File: config.mk
export PLATFORM = sky130hd
export DESIGN_NAME = msj_encoder_feedback
export DESIGN_NICKNAME = d
export VERILOG_FILES = /design/src/rtl/msj_platform_pkg.sv /design/src/rtl/msj_quad_input_filter.sv /design/src/rtl/msj_encoder_feedback.sv
export SDC_FILE = /design/constraint.sdc
export NUM_CORES = 1
export LEC_CHECK = 0
export CORE_UTILIZATION = 50
export DETAILED_ROUTE_END_ITERATION = 6
export GPL_ROUTABILITY_DRIVEN = 0
export GPL_TIMING_DRIVEN = 0
export HOLD_SLACK_MARGIN = 0.02
export PLACE_DENSITY = 0.69
export SYNTH_ARGS = -nofsm -noshare
export SYNTH_HDL_FRONTEND = slang
export SYNTH_SLANG_ARGS = --single-unit
File: constraint.sdc
create_clock -name clock -period 9.66 [get_ports clock]
set_clock_uncertainty 0.05 [all_clocks]
set_input_delay 2.415 -clock clock [delete_from_list [all_inputs] [get_ports clock]]
set_output_delay 2.415 -clock clock [all_outputs]
set_load 0.03 [all_outputs]
File: src/rtl/msj_platform_pkg.sv
// Shared types and constants for the encoder feedback block: quadrature state,
// step codes and the minimum control period, plus the quadrature step decoder.
package msj_platform_pkg;

   typedef logic [1:0] quad_state_t;

   typedef enum logic [1:0] {
      STEP_NONE = 2'd0,
      STEP_FWD  = 2'd1,
      STEP_REV  = 2'd2,
      STEP_ERR  = 2'd3
   } step_t;

   localparam logic [31:0] MIN_CONTROL_PERIOD = 32'd2;

   // Position of an {A,B} state along the forward cycle 00->01->11->10.
   function automatic logic [1:0] quad_phase(input quad_state_t s);
      case (s)
         2'b00:   quad_phase = 2'd0;
         2'b01:   quad_phase = 2'd1;
         2'b11:   quad_phase = 2'd2;
         default: quad_phase = 2'd3;
      endcase
   endfunction

   // A phase distance of two means both channels moved at once, which is illegal.
   function automatic step_t quad_decode(input quad_state_t prev, input quad_state_t cur);
      logic [1:0] delta;
      delta = quad_phase(cur) - quad_phase(prev);
      case (delta)
         2'd0:    quad_decode = STEP_NONE;
         2'd1:    quad_decode = STEP_FWD;
         2'd3:    quad_decode = STEP_REV;
         default: quad_decode = STEP_ERR;
      endcase
   endfunction

endpackage

File: src/rtl/msj_quad_input_filter.sv
// Two-flop synchronizer followed by a stability filter: the output only follows
// the synchronized input after it has differed for FILTER_LEN consecutive clocks.
module msj_quad_input_filter #(
   parameter int FILTER_LEN = 4
) (
   input  logic clock,
   input  logic reset,
   input  logic raw,
   output logic filtered
);

   localparam logic [3:0] LAST_COUNT = 4'(FILTER_LEN - 1);

   logic       sync_1;
   logic       sync_2;
   logic [3:0] stable_cnt;

   // Any clock where the input agrees with the filtered value restarts the count,
   // so glitches shorter than FILTER_LEN never reach the output.
   always_ff @(posedge clock or posedge reset) begin
      if (reset) begin
         sync_1     <= 1'b0;
         sync_2     <= 1'b0;
         stable_cnt <= '0;
         filtered   <= 1'b0;
      end else begin
         sync_1 <= raw;
         sync_2 <= sync_1;
         if (sync_2 == filtered) begin
            stable_cnt <= '0;
         end else if (stable_cnt == LAST_COUNT) begin
            filtered   <= sync_2;
            stable_cnt <= '0;
         end else begin
            stable_cnt <= stable_cnt + 4'd1;
         end
      end
   end

endmodule

File: src/rtl/msj_encoder_feedback.sv
// Quadrature encoder feedback: filtered decode into a 32-bit position, periodic
// velocity sampling with a controller strobe. Define MSJ_ENCODER_INDEX_EN to let
// the index pulse zero the position.
module msj_encoder_feedback
   import msj_platform_pkg::*;
#(
   parameter int FILTER_LEN = 4,
   parameter int ERR_CNT_W  = 16
) (
   input  logic                 clock,
   input  logic                 reset,
   input  logic                 enc_a,
   input  logic                 enc_b,
   input  logic                 enc_index,
   input  logic                 enable,
   input  logic                 zero_pos,
   input  logic [31:0]          control_period,
   output logic signed [31:0]   position,
   output logic signed [31:0]   velocity,
   output logic                 update_controller,
   output logic                 quad_error,
   output logic [ERR_CNT_W-1:0] error_count
);

   localparam logic [4:0] SETTLE_LAST = 5'(FILTER_LEN + 2);

   logic               filt_a;
   logic               filt_b;
   quad_state_t        cur_state;
   quad_state_t        prev_state;
   step_t              step;
   logic               settled;
   logic [4:0]         settle_cnt;
   logic               zero_req;
   logic signed [31:0] position_next;
   logic signed [31:0] snapshot;
   logic [31:0]        period_cnt;
   logic [31:0]        period_len;
   logic [31:0]        period_req;
   logic               enable_d;

   msj_quad_input_filter #(.FILTER_LEN(FILTER_LEN)) u_filter_a (
      .clock    (clock),
      .reset    (reset),
      .raw      (enc_a),
      .filtered (filt_a)
   );

   msj_quad_input_filter #(.FILTER_LEN(FILTER_LEN)) u_filter_b (
      .clock    (clock),
      .reset    (reset),
      .raw      (enc_b),
      .filtered (filt_b)
   );

`ifdef MSJ_ENCODER_INDEX_EN
   logic filt_index;
   logic index_prev;

   msj_quad_input_filter #(.FILTER_LEN(FILTER_LEN)) u_filter_index (
      .clock    (clock),
      .reset    (reset),
      .raw      (enc_index),
      .filtered (filt_index)
   );

   always_ff @(posedge clock or posedge reset) begin
      if (reset) begin
         index_prev <= 1'b0;
      end else begin
         index_prev <= filt_index;
      end
   end

   assign zero_req = zero_pos | (filt_index & ~index_prev);
`else
   logic unused_index;
   assign unused_index = enc_index;
   assign zero_req     = zero_pos;
`endif

   assign cur_state  = {filt_a, filt_b};
   assign step       = settled ? quad_decode(prev_state, cur_state) : STEP_NONE;
   assign period_req = (control_period < MIN_CONTROL_PERIOD) ? MIN_CONTROL_PERIOD : control_period;

   always_comb begin
      position_next = position;
      if (zero_req) begin
         position_next = '0;
      end else if (step == STEP_FWD) begin
         position_next = position + 32'sd1;
      end else if (step == STEP_REV) begin
         position_next = position - 32'sd1;
      end
   end

   // Decoding is held off until the filters have had time to adopt whatever
   // state the pins sit in after reset, so that state is taken silently.
   always_ff @(posedge clock or posedge reset) begin
      if (reset) begin
         prev_state  <= '0;
         settle_cnt  <= '0;
         settled     <= 1'b0;
         position    <= '0;
         quad_error  <= 1'b0;
         error_count <= '0;
      end else begin
         prev_state <= cur_state;
         position   <= position_next;
         quad_error <= (step == STEP_ERR);
         if (!settled) begin
            settle_cnt <= settle_cnt + 5'd1;
            if (settle_cnt == SETTLE_LAST) begin
               settled <= 1'b1;
            end
         end
         if (step == STEP_ERR && error_count != '1) begin
            error_count <= error_count + ERR_CNT_W'(1);
         end
      end
   end

   // The enable edge restarts the period with a fresh snapshot; the period
   // length is only re-latched there and at each wrap.
   always_ff @(posedge clock or posedge reset) begin
      if (reset) begin
         enable_d          <= 1'b0;
         period_cnt        <= '0;
         period_len        <= MIN_CONTROL_PERIOD;
         snapshot          <= '0;
         velocity          <= '0;
         update_controller <= 1'b0;
      end else begin
         enable_d          <= enable;
         update_controller <= 1'b0;
         if (!enable) begin
            period_cnt <= '0;
         end else if (!enable_d) begin
            period_cnt <= '0;
            period_len <= period_req;
            snapshot   <= position;
         end else if (period_cnt == period_len - 32'd1) begin
            period_cnt        <= '0;
            period_len        <= period_req;
            velocity          <= position - snapshot;
            snapshot          <= position;
            update_controller <= 1'b1;
         end else begin
            period_cnt <= period_cnt + 32'd1;
         end
         if (zero_req) begin
            snapshot <= '0;
         end
      end
   end

endmodule
# Yosys cells after proc, flatten, opt, wreduce, memory -nomap -nowiden
# Cells that the tools add are included.
# op_classes
n_addsub,10
mul,0
n_div,0
order_cmp,1
n_eq_ne,18
shift,0
n_mux,26
n_bitwise,2
n_reduce_logical,11
# op_table
op,n
$mux 32,13
$add 32x1->32 const B,1
$add 32x2->32 const B,1
$eq 32x32->1,1
$lt 32x2->1 const B,1
$sub 32x1->32 const B,1
$sub 32x2->32 const B,1
$sub 32x32->32,1
$pmux 2 s3,3
$add 16x1->16 const B,1
$mux 4,4
$ne 16x16->1 const B,1
$eq 2x2->1 const B,5
$add 4x1->4 const B,2
$eq 2x1->1 const B,4
$eq 4x2->1 const B,2
$reduce_and 2->1,4
$logic_not 2->1,3
$add 5x1->5 const B,1
$eq 5x3->1 const B,1
$mux 1,5
$ne 3x2->1 const B,1
$reduce_and 3->1,1
$reduce_bool 3->1,1
other kinds (7),9
# totals
reg_bits,201
latchBits,0
ramBits,0
mem_bits_ro,0
inputBits,39
mem_count,0

# Depth between registers and ports, before layout
# Gate-level depths: netlist of run 1.
# depth
ltp_word,10
ltp_mapped,20
depth_no_buf,19

# Cells and area by module
# From an unflattened synthesis of run 1, not the netlist that was laid out.
# unflattened
cells_unflattened,1326
hier_area_um2,12734.7
# modules_own_cells
mod,n_inst,cells_each,area_per_inst_um2,seq_area_each_um2
msj_encoder_feedback,1,1284,12114.1,4680.7
msj_quad_input_filter,2,21,310.3,175.2

# Worst setup path after synthesis of run 1
# OpenSTA, ideal clock, no wires.
# synth_timing
kind,reg-to-reg
from,reg u_filter_a.filtered
to,reg position[31]
setup_time_ns,0.125
arrival_ns,4.742
required_ns,9.485
path_slack_ns,4.743
stages_incl_launch_ff,18
path_buffers,0
cell_sequence,dfrtp_1 -> ha_1 -> ha_1 -> xnor2_1 -> ha_1 -> nand2_1 -> nor3_1 -> inv_1 -> ha_1 -> o211ai_1 -> o211ai_1 -> a31oi_1 -> o21ai_0 -> a211oi_1 -> o21bai_1 -> nor3_1 -> nor4_1 -> mux2_2
# synth_between
elab_chain_len,9
word_cells_on_any_way,15
cone_classes,add/sub: 1; eq/ne: 6; mux: 5; reduce/logical: 3
# synth_rtl
item,line_no,rtl
start: declaration,msj_quad_input_filter.sv:9,output logic filtered
start signal: assignment,msj_quad_input_filter.sv:32,filtered <= sync_2;
$eq 2x2->1 (tied with other cells),msj_platform_pkg.sv:18,case (s)
$pmux 2 s3 (*),msj_platform_pkg.sv:18,
$sub 2x2->2 (*),msj_platform_pkg.sv:29,delta = quad_phase(cur) - quad_phase(prev);
$eq 2x2->1 (tied with other cells),msj_platform_pkg.sv:30,case (delta)
$pmux 2 s3 (*),msj_platform_pkg.sv:30,
$mux 2 (*),msj_encoder_feedback.sv:83,"assign step = settled ? quad_decode(prev_state, cur_state) : STEP_NONE;"
$eq 2x1->1,msj_encoder_feedback.sv:90,end else if (step == STEP_FWD) begin
$mux 32,msj_encoder_feedback.sv:90,
$mux 32,msj_encoder_feedback.sv:88,if (zero_req) begin
end signal: assignment,msj_encoder_feedback.sv:109,position <= position_next;
end: declaration,msj_encoder_feedback.sv:18,"output logic signed [31:0] position,"
# Every way passes the cells marked *; elsewhere a longest branch is shown, timed or not.
# A chain may end at the register's enable or synchronous reset.

# Worst setup path after layout of run 1
# layout_timing
from,reg u_filter_b.filtered
to,reg position[31]
# layout_between
elab_chain_len,9
word_cells_on_any_way,15
cone_classes,add/sub: 1; eq/ne: 6; mux: 5; reduce/logical: 3
# layout_rtl
item,line_no
start: declaration,msj_quad_input_filter.sv:9
start signal: assignment,msj_quad_input_filter.sv:32
$eq 2x2->1 (tied with other cells),msj_platform_pkg.sv:18
$pmux 2 s3 (*),msj_platform_pkg.sv:18
$sub 2x2->2 (*),msj_platform_pkg.sv:29
$eq 2x2->1 (tied with other cells),msj_platform_pkg.sv:30
$pmux 2 s3 (*),msj_platform_pkg.sv:30
$mux 2 (*),msj_encoder_feedback.sv:83
$eq 2x1->1,msj_encoder_feedback.sv:90
$mux 32,msj_encoder_feedback.sv:90
$mux 32,msj_encoder_feedback.sv:88
# Marked as above.

==> flow_metrics.py, run 1 <==
metrics = {
    "clocking": {
        "cts_sinks": 201,
        "insertion_delay_ps": 520,
        "post_cts_buffers": 0,
        "cts_buffers": 24,
        "cts.reportedPaths.clkPinSlew_ps": 60,
        "cts_tree": "yes",
        "cts_max_level": 1,
        "hold_buffers": 0,
        "clockBufferDepth": 3,
        "cts.repair.resized": 0,
        "ctsRootBufferMaster": "clkbuf_16",
    },
    "critical_path": {
        "cp.buffers_inverters": 2,
        "path_max_fanout": 38,
        "arrival_ps": 6660,
        "critical_path_required_ps": 10020,
        "cp-start-kind": "register",
        "crit_family": "compound AO/OA/AOI/OAI gates",
        "cp-end-kind": "register",
        "path_class": "register to register",
        "crit_top_cell": "ha_1",
        "path_cells": "inv_1 -> ha_1 -> ha_1 -> xnor2_1 -> ha_1 -> nand2_1 -> nor3_1 -> inv_1 -> ha_1 -> o211ai_1 -> o211ai_1 -> a31oi_1 -> o21ai_0 -> a211oi_1 -> o21bai_1 -> nor3_1 -> nor4_1 -> mux2_2",
        "max_stage_delay_ps": 790,
        "crit_slowest_cell": "inv_1",
    },
    "sta": {
        "worstMarginPinSlew_ps": 1313,
        "finalSetupViolCount": 0,
        "min_period_over_period": 0.6524,
        "max_freq_mhz": 158.7,
        "final-max-slew-violation-count": 0,
        "max_slew_margin": 0.1238,
        "hold_viol": 0,
        "period_needed_ps": 6302,
        "grt_setup_unrepaired": "false",
        "fin_tns_setup_ps": 0,
    },
    "synth": {
        "synth.area.mux_share": 0.08332,
        "synth_area_um2": 12510,
        "avgSynthCellArea_um2": 9.534,
        "syn-num-nets": 1435,
        "synth_ff_type": "dfrtp_1",
        "yosysUniqueCellTypes": 66,
        "synthAdderAreaFrac": 0.08523,
        "synth-compound-area-share": 0.1160,
        "yosysSeqAreaShare": 0.4022,
        "synth_top_family_by_area": "simple AND/OR/NAND/NOR gates",
        "synth_xor_area_frac": 0.1029,
        "synthCells": 1312,
        "synth_top_area_frac": 0.4001,
        "yosys.area.top_type": "dfrtp_1",
        "synth_edf_count": 0,
        "synthTopCellsByArea": "dfrtp_1 40%, ha_1 8.2%, xnor2_1 6.4%, mux2_2 5.1%, nor2_1 4.1%",
        "yosysWarnings": 0,
        "synth-seq-cells": 201,
        "synthArstFlopShare": 1.000,
        "yosys.area_share.simple": 0.1768,
    },
    "placement": {
        "postPlaceCellArea_um2": 14140,
        "dpl.hpwl_um": 22090,
        "numPortBuffers": 119,
    },
    "run_status": {
        "outcome": "completed",
    },
    "grt": {
        "grt_pass1_vias": 9944,
        "grt_usage": 0.2349,
        "grt_max_degree": 105,
        "grt_pass1_wl_um": 49700,
        "antenna_found_initial": 0,
        "overflow": 0,
    },
    "die": {
        "initial_utilization": 0.5113,
        "die_area_um2": 25650,
        "ios": 121,
        "die_x_um": 160.2,
        "die_y_um": 160.2,
        "core-area_um2": 24460,
        "num_rows": 57,
    },
    "drt": {
        "avgViaCountPerCell": 5.550,
        "drtAntennaViolNets": 0,
        "drc_errors": 0,
        "drt_first_pass_iters": 7,
        "drt_iter0_drc": 523,
        "vias": 9990,
        "routedWlPerCell_um": 16.47,
        "wirelength_um": 29640,
    },
    "worst_hold_path": {
        "hold_class": "register to register",
    },
    "layout": {
        "syn2layout_area_growth_pct": 20.01,
        "register_area_um2": 5031,
        "multiInputGateArea_um2": 7058,
        "fillCellCount": 2080,
        "n_antenna_cell": 0,
        "fin_util": 0.6136,
        "nets": 1581,
        "stdcell_area_um2": 15010,
        "drive_gt1_frac": 0.09146,
    },
    "job": {
        "max-cap-violations": 0,
    },
}
[flip-flops by register name, indices dropped and copies added, names as in the netlist, 2 cells and up]
name                   count
period_cnt                32
period_len                32
position                  32
snapshot                  32
velocity                  32
error_count               16
settle_cnt                 5
u_filter_a.stable_cnt      4
u_filter_b.stable_cnt      4
prev_state                 2
[layout by cell type (no fill, tap or decap), types with 5 or more instances in the layout]
cell type | synthesis | routed
clkdlybuf4s50_1 | 0 | 119
mux2i_1 | 40 | 40
nand2b_1 | 11 | 11
xor2_1 | 56 | 56
nor3_1 | 43 | 43
buf_4 | 6 | 6
ha_1 | 82 | 82
buf_2 | 5 | 5
inv_1 | 58 | 57
dfrtp_1 | 200 | 200
o21ai_0 | 40 | 40
a31oi_1 | 13 | 13
clkinv_2 | 0 | 8
o31ai_1 | 5 | 5
clkbuf_8 | 0 | 5
a211oi_1 | 7 | 7
o21a_1 | 12 | 12
nand2_1 | 109 | 109
a21o_1 | 12 | 12
o21bai_1 | 7 | 7
nor2_1 | 137 | 137
and2_1 | 5 | 5
a21oi_1 | 93 | 93
or3_1 | 7 | 7
nor2b_1 | 12 | 12
nor4_1 | 16 | 16
nand4_1 | 22 | 22
and3_1 | 20 | 20
xnor2_1 | 91 | 91
nand3_1 | 32 | 32
clkbuf_16 | 0 | 25
nand3b_1 | 8 | 8
clkbuf_1 | 26 | 26
o211ai_1 | 10 | 10
mux2_2 | 57 | 57
[logic make-up (layout without fill, tap and decap cells)]
family | count (synthesis) | in the layout
xor+xnor | 147 | 147
simple gates | 452 | 452
flops | 201 | 201
compound gates | 233 | 233
mux | 97 | 97
fa+ha+maj | 84 | 84
buf+inv | 98 | 262
[Yosys cell counts (4+ instances only)]
cell,n
inv_1,58
nand2_1,109
nand2b_1,11
a31oi_1,13
buf_4,6
xnor2_1,91
nor2b_1,12
or3_1,7
dfrtp_1,200
nor3b_1,4
o21ai_0,40
or4_1,4
mux2_2,57
ha_1,82
o21bai_1,7
o2111ai_1,4
xor2_1,56
a211oi_1,7
nand3_1,32
nand4b_1,4
mux2i_1,40
and2_1,5
o211ai_1,10
o31ai_1,5
nand4_1,22
nand3b_1,8
nor3_1,43
a21oi_1,93
or2_2,4
o21a_1,12
a21o_1,12
nor2_1,137
and3_1,20
buf_2,5
nor4_1,16
clkbuf_1,26
[area by class of cell]
class	count	share of cell area
Buffer	40	0.01342
Clock buffer	30	0.04626
Clock inverter	14	0.01175
Inverter	58	0.01500
Multi-Input combinational cell	1013	0.4702
Sequential cell	201	0.3352
Tap cell	324	0.02701
Timing Repair Buffer	120	0.08119
[path summary, 6_finish.rpt]
check,start,end,slack [ps],depth (start not counted)
setup / recovery,u_filter_b.filtered,position[31],3360,18
hold / removal,u_filter_a.sync_1,u_filter_a.sync_2,300,0
setup reg to reg,u_filter_b.filtered,position[31],3360,18
hold reg to reg,u_filter_a.sync_1,u_filter_a.sync_2,300,0
max in group asynchronous,reset,period_len[1],6240,3
min in group asynchronous,reset,u_filter_a.stable_cnt[2],2350,2
[per-layer routing]
layer,up-vias,global-route usage,share of wire
met5,-,0,0
met4,0,0.05887,0.019
met3,45,0.02468,0.044
met2,211,0.4026,0.48
met1,4789,0.3176,0.46
li1,4945,-,-
[stage by stage]
step | worst slack [ps] | cells | hold slack, ps
after global placement | -913.7 | 1755 | 284.2
after CTS | 3450 | 1800 | 300.4
after detailed placement | 3473 | 1756 | 287.3
final | 3358 | 1800 | 299.0
after floorplan | 1714 | 1312 | 281.2
after global routing | 2948 | 1800 | 306.8
Power of run 1 is left out: the tool's default activity adds up to more than one toggle a clock period on the data nets, which glitch-free logic cannot reach.
==> run 2, diff against run 1 <==
clock period = 5.8 ns   (was 9.66 ns; I/O delays follow)
==> run 2 against run 1 <==
  * Global-route usage fell by 0.098 points
  * Worst setup slack got worse by 3000 ps
  * Die area did not move
  * First-iteration DRC count rose by 5.2%
  * Critical path depth did not move
  * Non-clock buffer count rose by 12
  * Final area rose by 1.2%
  * Critical path type unchanged
  * Via count rose by 1.1%
  * Utilization rose by 0.75 points
  * Sequential share of layout area fell by 0.41 points
==> flow_metrics.py, run 2 (synthesis gave the netlist of run 1 again) <==
metrics = {
    "grt": {
        "grt_max_degree": 44,
        "antenna_found_initial": 0,
        "grt_usage": 0.2339,
        "overflow": 0,
        "grt_pass1_wl_um": 49050,
        "grt_pass1_vias": 9742,
    },
    "clocking": {
        "insertion_delay_ps": 520,
        "cts_max_level": 1,
        "cts_buffers": 24,
        "cts_tree": "yes",
        "cts.reportedPaths.clkPinSlew_ps": 60,
        "cts_sinks": 201,
        "ctsRootBufferMaster": "clkbuf_16",
        "clockBufferDepth": 3,
    },
    "drt": {
        "avgViaCountPerCell": 5.572,
        "drt_iter0_drc": 550,
        "dr_wl_met2_um": 14280,
        "drc_errors": 0,
        "vias": 10100,
        "routed-wl-met3_um": 1419,
        "top_layer": "met4",
        "drt_first_pass_iters": 6,
        "routedWlPerCell_um": 16.47,
        "drtAntennaViolNets": 0,
        "m1WireLength_um": 13330,
        "wirelength_um": 29850,
    },
    "worst_hold_path": {
        "hold_class": "register to register",
    },
    "sta": {
        "max_freq_mhz": 185.1,
        "finalSetupViolCount": 0,
        "min_period_over_period": 0.9312,
        "max_slew_margin": 0.5106,
        "grt_setup_unrepaired": "false",
        "period_needed_ps": 5401,
        "final-max-slew-violation-count": 0,
        "worstMarginPinSlew_ps": 728.4,
        "hold_viol": 0,
    },
    "die": {
        "die_x_um": 160.2,
        "core-area_um2": 24460,
        "ios": 121,
        "die_area_um2": 25650,
        "num_rows": 57,
        "die_y_um": 160.2,
        "initial_utilization": 0.5113,
    },
    "critical_path": {
        "cp-end-kind": "register",
        "max_stage_delay_ps": 550,
        "path_class": "register to register",
        "path_max_fanout": 8,
        "path_cells": "ha_1 -> ha_1 -> xnor2_1 -> ha_1 -> nand2_1 -> nor3_2 -> clkinvlp_4 -> buf_4 -> ha_1 -> o211ai_1 -> o211ai_1 -> a31oi_1 -> o21ai_1 -> a211oi_1 -> o21bai_1 -> nor3_1 -> nor4_1 -> mux2_2",
        "critical_path_required_ps": 6160,
        "crit_slowest_cell": "nor3_2",
        "cp-start-kind": "register",
        "arrival_ps": 5760,
        "crit_top_cell": "ha_1",
    },
    "layout": {
        "stdcell_area_um2": 15190,
        "layout_common_cells": "200 x dfrtp_1, 137 x nor2_1, 119 x clkdlybuf4s50_1",
        "fillCellCount": 2038,
        "final_common_cell": "dfrtp_1",
        "drive_gt1_frac": 0.09946,
        "nets": 1594,
        "syn2layout_area_growth_pct": 21.48,
        "n_antenna_cell": 0,
    },
    "job": {
        "max-cap-violations": 0,
    },
    "placement": {
        "numPortBuffers": 119,
        "postPlaceCellArea_um2": 14240,
        "dpl.hpwl_um": 22350,
    },
    "run_status": {
        "outcome": "completed",
    },
}
==> run 2: changes by cell type in the layout (fill, tap and decap cells not counted), moves of 4 or more <==
cell | before | now
clkinvlp_4 | 1 | 6
buf_4 | 6 | 12
buf_12 | 0 | 5
clkinv_2 | 8 | 4
==> run 2: repair_timing <==
item,in CTS,in global routing
cloned,1,0
hold buffers,0,0
endpoints found under the setup margin,2,4
setup buffers,3,4
resized for setup,3,1
pin swaps,0,0
==> run 2: final timing paths <==
kind / slack (ps) / end / start / cells after the start
max: 400 / position[31] / u_filter_a.filtered / 18
min: 310 / u_filter_a.sync_2 / u_filter_a.sync_1 / 0
max reg2reg: 400 / position[31] / u_filter_a.filtered / 18
min reg2reg: 310 / u_filter_a.sync_2 / u_filter_a.sync_1 / 0
max in group asynchronous: 3230 / snapshot[18] / reset / 6
min in group asynchronous: 1290 / period_len[7] / reset / 2
==> run 2: layout make-up <==
cell class / count / area (um^2) / share of cell area
Tap cell: 324 / 405.4 / 0.02668
Timing Repair inverter: 1 / 7.507 / 0.0004941
Sequential cell: 201 / 5031 / 0.3311
Clock buffer: 31 / 698.2 / 0.04595
Timing Repair Buffer: 132 / 1391 / 0.09157
Buffer: 40 / 201.4 / 0.01326
Inverter: 58 / 225.2 / 0.01482
Clock inverter: 12 / 171.4 / 0.01128
Multi-Input combinational cell: 1013 / 7063 / 0.4648
==> run 2: critical path: cells and delay by family, from the launching register on <==
family / cells / cell delay [ps]
simple gates: 4 / 1090
mux: 1 / 370
fa+ha+maj: 4 / 1240
xor+xnor: 1 / 180
flops: 1 / 450
buf+inv: 2 / 390
compound gates: 6 / 1520
==> run 2: stage by stage <==
step	util	instances	setup slack, ps	setup TNS (ps)	hold WS (ps)
floorplan	-	1312	883.0	0	281.2
global placement	0.5767	1755	-255.7	-255.7	283.2
detailed placement	0.5823	1761	-399.0	-505.2	297.5
CTS	0.6199	1808	214.0	0	310.7
global route	0.6211	1812	45.43	0	315.1
finish	0.6211	1812	398.8	0	311.6
==> run 2: per-layer routing <==
layer,vias to the layer above,track usage
met5,-,0
met4,0,0.07316
met3,64,0.02883
met2,260,0.3988
met1,4824,0.3097
li1,4948,-
Power of run 2 is left out for the same reason.
==> run 3, diff against run 2 <==
CORE_UTILIZATION = 58   (was 50)
PLACE_DENSITY = 0.79   (was 0.69)
==> run 3 against run 2 <==
  * Worst setup slack improved by 6.2 ps
  * Flip-flop and latch count unchanged
  * Sequential share of layout area increased by 0.60 points
  * Global-route usage increased by 4.3 points
  * First-iteration DRC count increased by 0.18%
  * Critical path type unchanged
  * Critical endpoint unchanged
  * Largest cell class unchanged
==> flow_metrics.py, run 3 (synthesis gave the netlist of run 1 again) <==
metrics = {
    "clocking": {
        "cts.reportedPaths.clkPinSlew_ps": 60,
        "cts_buffers": 23,
        "cts_sinks": 201,
        "hold_buffers": 0,
        "insertion_delay_ps": 510,
        "clockBufferDepth": 3,
        "cts_tree": "yes",
        "cts_max_level": 1,
        "ctsRootBufferMaster": "clkbuf_16",
    },
    "layout": {
        "final_common_cell": "dfrtp_1",
        "n_antenna_cell": 0,
        "fillCellCount": 1584,
        "nets": 1589,
        "syn2layout_area_growth_pct": 19.31,
        "layout_common_cells": "200 x dfrtp_1, 137 x nor2_1, 119 x clkdlybuf4s50_1",
        "instances_no_fill": 1756,
        "drive_gt1_frac": 0.09386,
        "fin_util": 0.7077,
    },
    "critical_path": {
        "cp-end-kind": "register",
        "arrival_ps": 5740,
        "critical_path_required_ps": 6150,
        "cp-start-kind": "register",
        "path_max_fanout": 8,
        "path_class": "register to register",
    },
    "drt": {
        "routedWlPerCell_um": 17.28,
        "drt_iter0_drc": 551,
        "drtAntennaViolNets": 0,
        "avgViaCountPerCell": 5.879,
        "drc_errors": 0,
        "vias": 10320,
        "drt_first_pass_iters": 7,
        "wirelength_um": 30340,
    },
    "sta": {
        "hold_viol": 0,
        "period_needed_ps": 5395,
        "finalSetupViolCount": 0,
        "hold_slack_ps": 299.0,
        "min_period_over_period": 0.9302,
        "worstMarginPinSlew_ps": 722.8,
        "max_freq_mhz": 185.4,
        "final.setup.worst_slack_ps": 405.0,
        "grt_setup_unrepaired": "false",
        "max_slew_margin": 0.5155,
        "final-max-slew-violation-count": 0,
    },
    "placement": {
        "numPortBuffers": 119,
        "dp.cells": 1711,
        "dpl.hpwl_um": 22370,
        "post-place-ws_ps": -260.4,
    },
    "grt": {
        "overflow": 0,
        "antenna_found_initial": 0,
        "grt_max_degree": 45,
        "grt_usage": 0.2768,
        "grt_pass1_vias": 10110,
        "grt_pass1_wl_um": 49420,
    },
    "die": {
        "ios": 121,
        "num_rows": 53,
        "die_y_um": 148.9,
        "initial_utilization": 0.5932,
        "die_x_um": 148.9,
        "core-area_um2": 21090,
        "die_area_um2": 22160,
    },
    "job": {
        "max-cap-violations": 0,
    },
    "worst_hold_path": {
        "hold_class": "register to register",
    },
    "run_status": {
        "outcome": "completed",
    },
}
==> run 3: cell count changes in the layout (fill, tap and decap cells not counted), sizes merged <==
cell,previous run,this run
clkinvlp,6,5
inv,57,56
clkbuf,57,54
buf,27,23
bufinv,4,2
clkinv,4,8
==> run 3: final timing paths <==
| check | endpoint | start | cells after the start | slack, ps |
|---|---|---|---|---|
| worst min register to register | u_filter_a.sync_2 | u_filter_a.sync_1 | 0 | 300 |
| worst max-delay path | position[31] | u_filter_a.filtered | 18 | 400 |
| worst max register to register | position[31] | u_filter_a.filtered | 18 | 400 |
| max in group asynchronous | u_filter_b.stable_cnt[0] | reset | 4 | 3570 |
| worst min-delay path | u_filter_a.sync_2 | u_filter_a.sync_1 | 0 | 300 |
| min in group asynchronous | period_len[4] | reset | 2 | 1280 |
==> run 3: layout make-up <==
cell class	count	area [um^2]	share of cell area
inverter	58	225.2	0.01509
sequential	201	5031	0.3371
timing repair inverter	1	7.507	0.0005031
clock buffer	28	614.3	0.04117
buffer	40	201.4	0.01350
clock inverter	12	115.1	0.007714
multi-input combinational	1013	7063	0.4733
timing repair buffer	128	1321	0.08854
tap	275	344.1	0.02306
==> run 3: critical path: stages (launching register included) <==
cell        delay [ps]
dfrtp_1            450
ha_1               320
ha_1               210
xnor2_1            150
ha_1               310
nand2_1             80
nor3_2             570
clkinvlp_4         190
buf_4              210
ha_1               360
o211ai_1           120
o211ai_1           280
a31oi_1            190
o21ai_1            400
a211oi_1           160
o21bai_1           380
nor3_1              90
nor4_1             370
mux2_2             370
==> run 3: metrics by stage <==
step | area, um^2 | TNS (ps)
floorplan | 12510 | 0
global placement | 14050 | -136.6
detailed placement | 14150 | -260.4
CTS | 14920 | 0
global route | 14920 | 0
finish | 14920 | 0
==> run 3: repair_timing <==
action | in CTS | in global routing
cloned | 1 | 0
setup endpoints to repair | 2 | 9
gates resized for setup | 2 | 2
setup buffers | 4 | 0
endpoints found under the hold margin | 0 | 0
==> run 3: per-layer routing <==
layer | part of all wire | routed length, um | global-route usage | vias up
met4 | 0.031 | 946 | 0.09184 | 0
met5 | 0 | 0 | 0 | -
met2 | 0.49 | 14800 | 0.4846 | 311
li1 | - | - | - | 4970
met1 | 0.43 | 13100 | 0.3548 | 4980
met3 | 0.049 | 1491 | 0.03364 | 63
Power of run 3 is left out for the same reason.
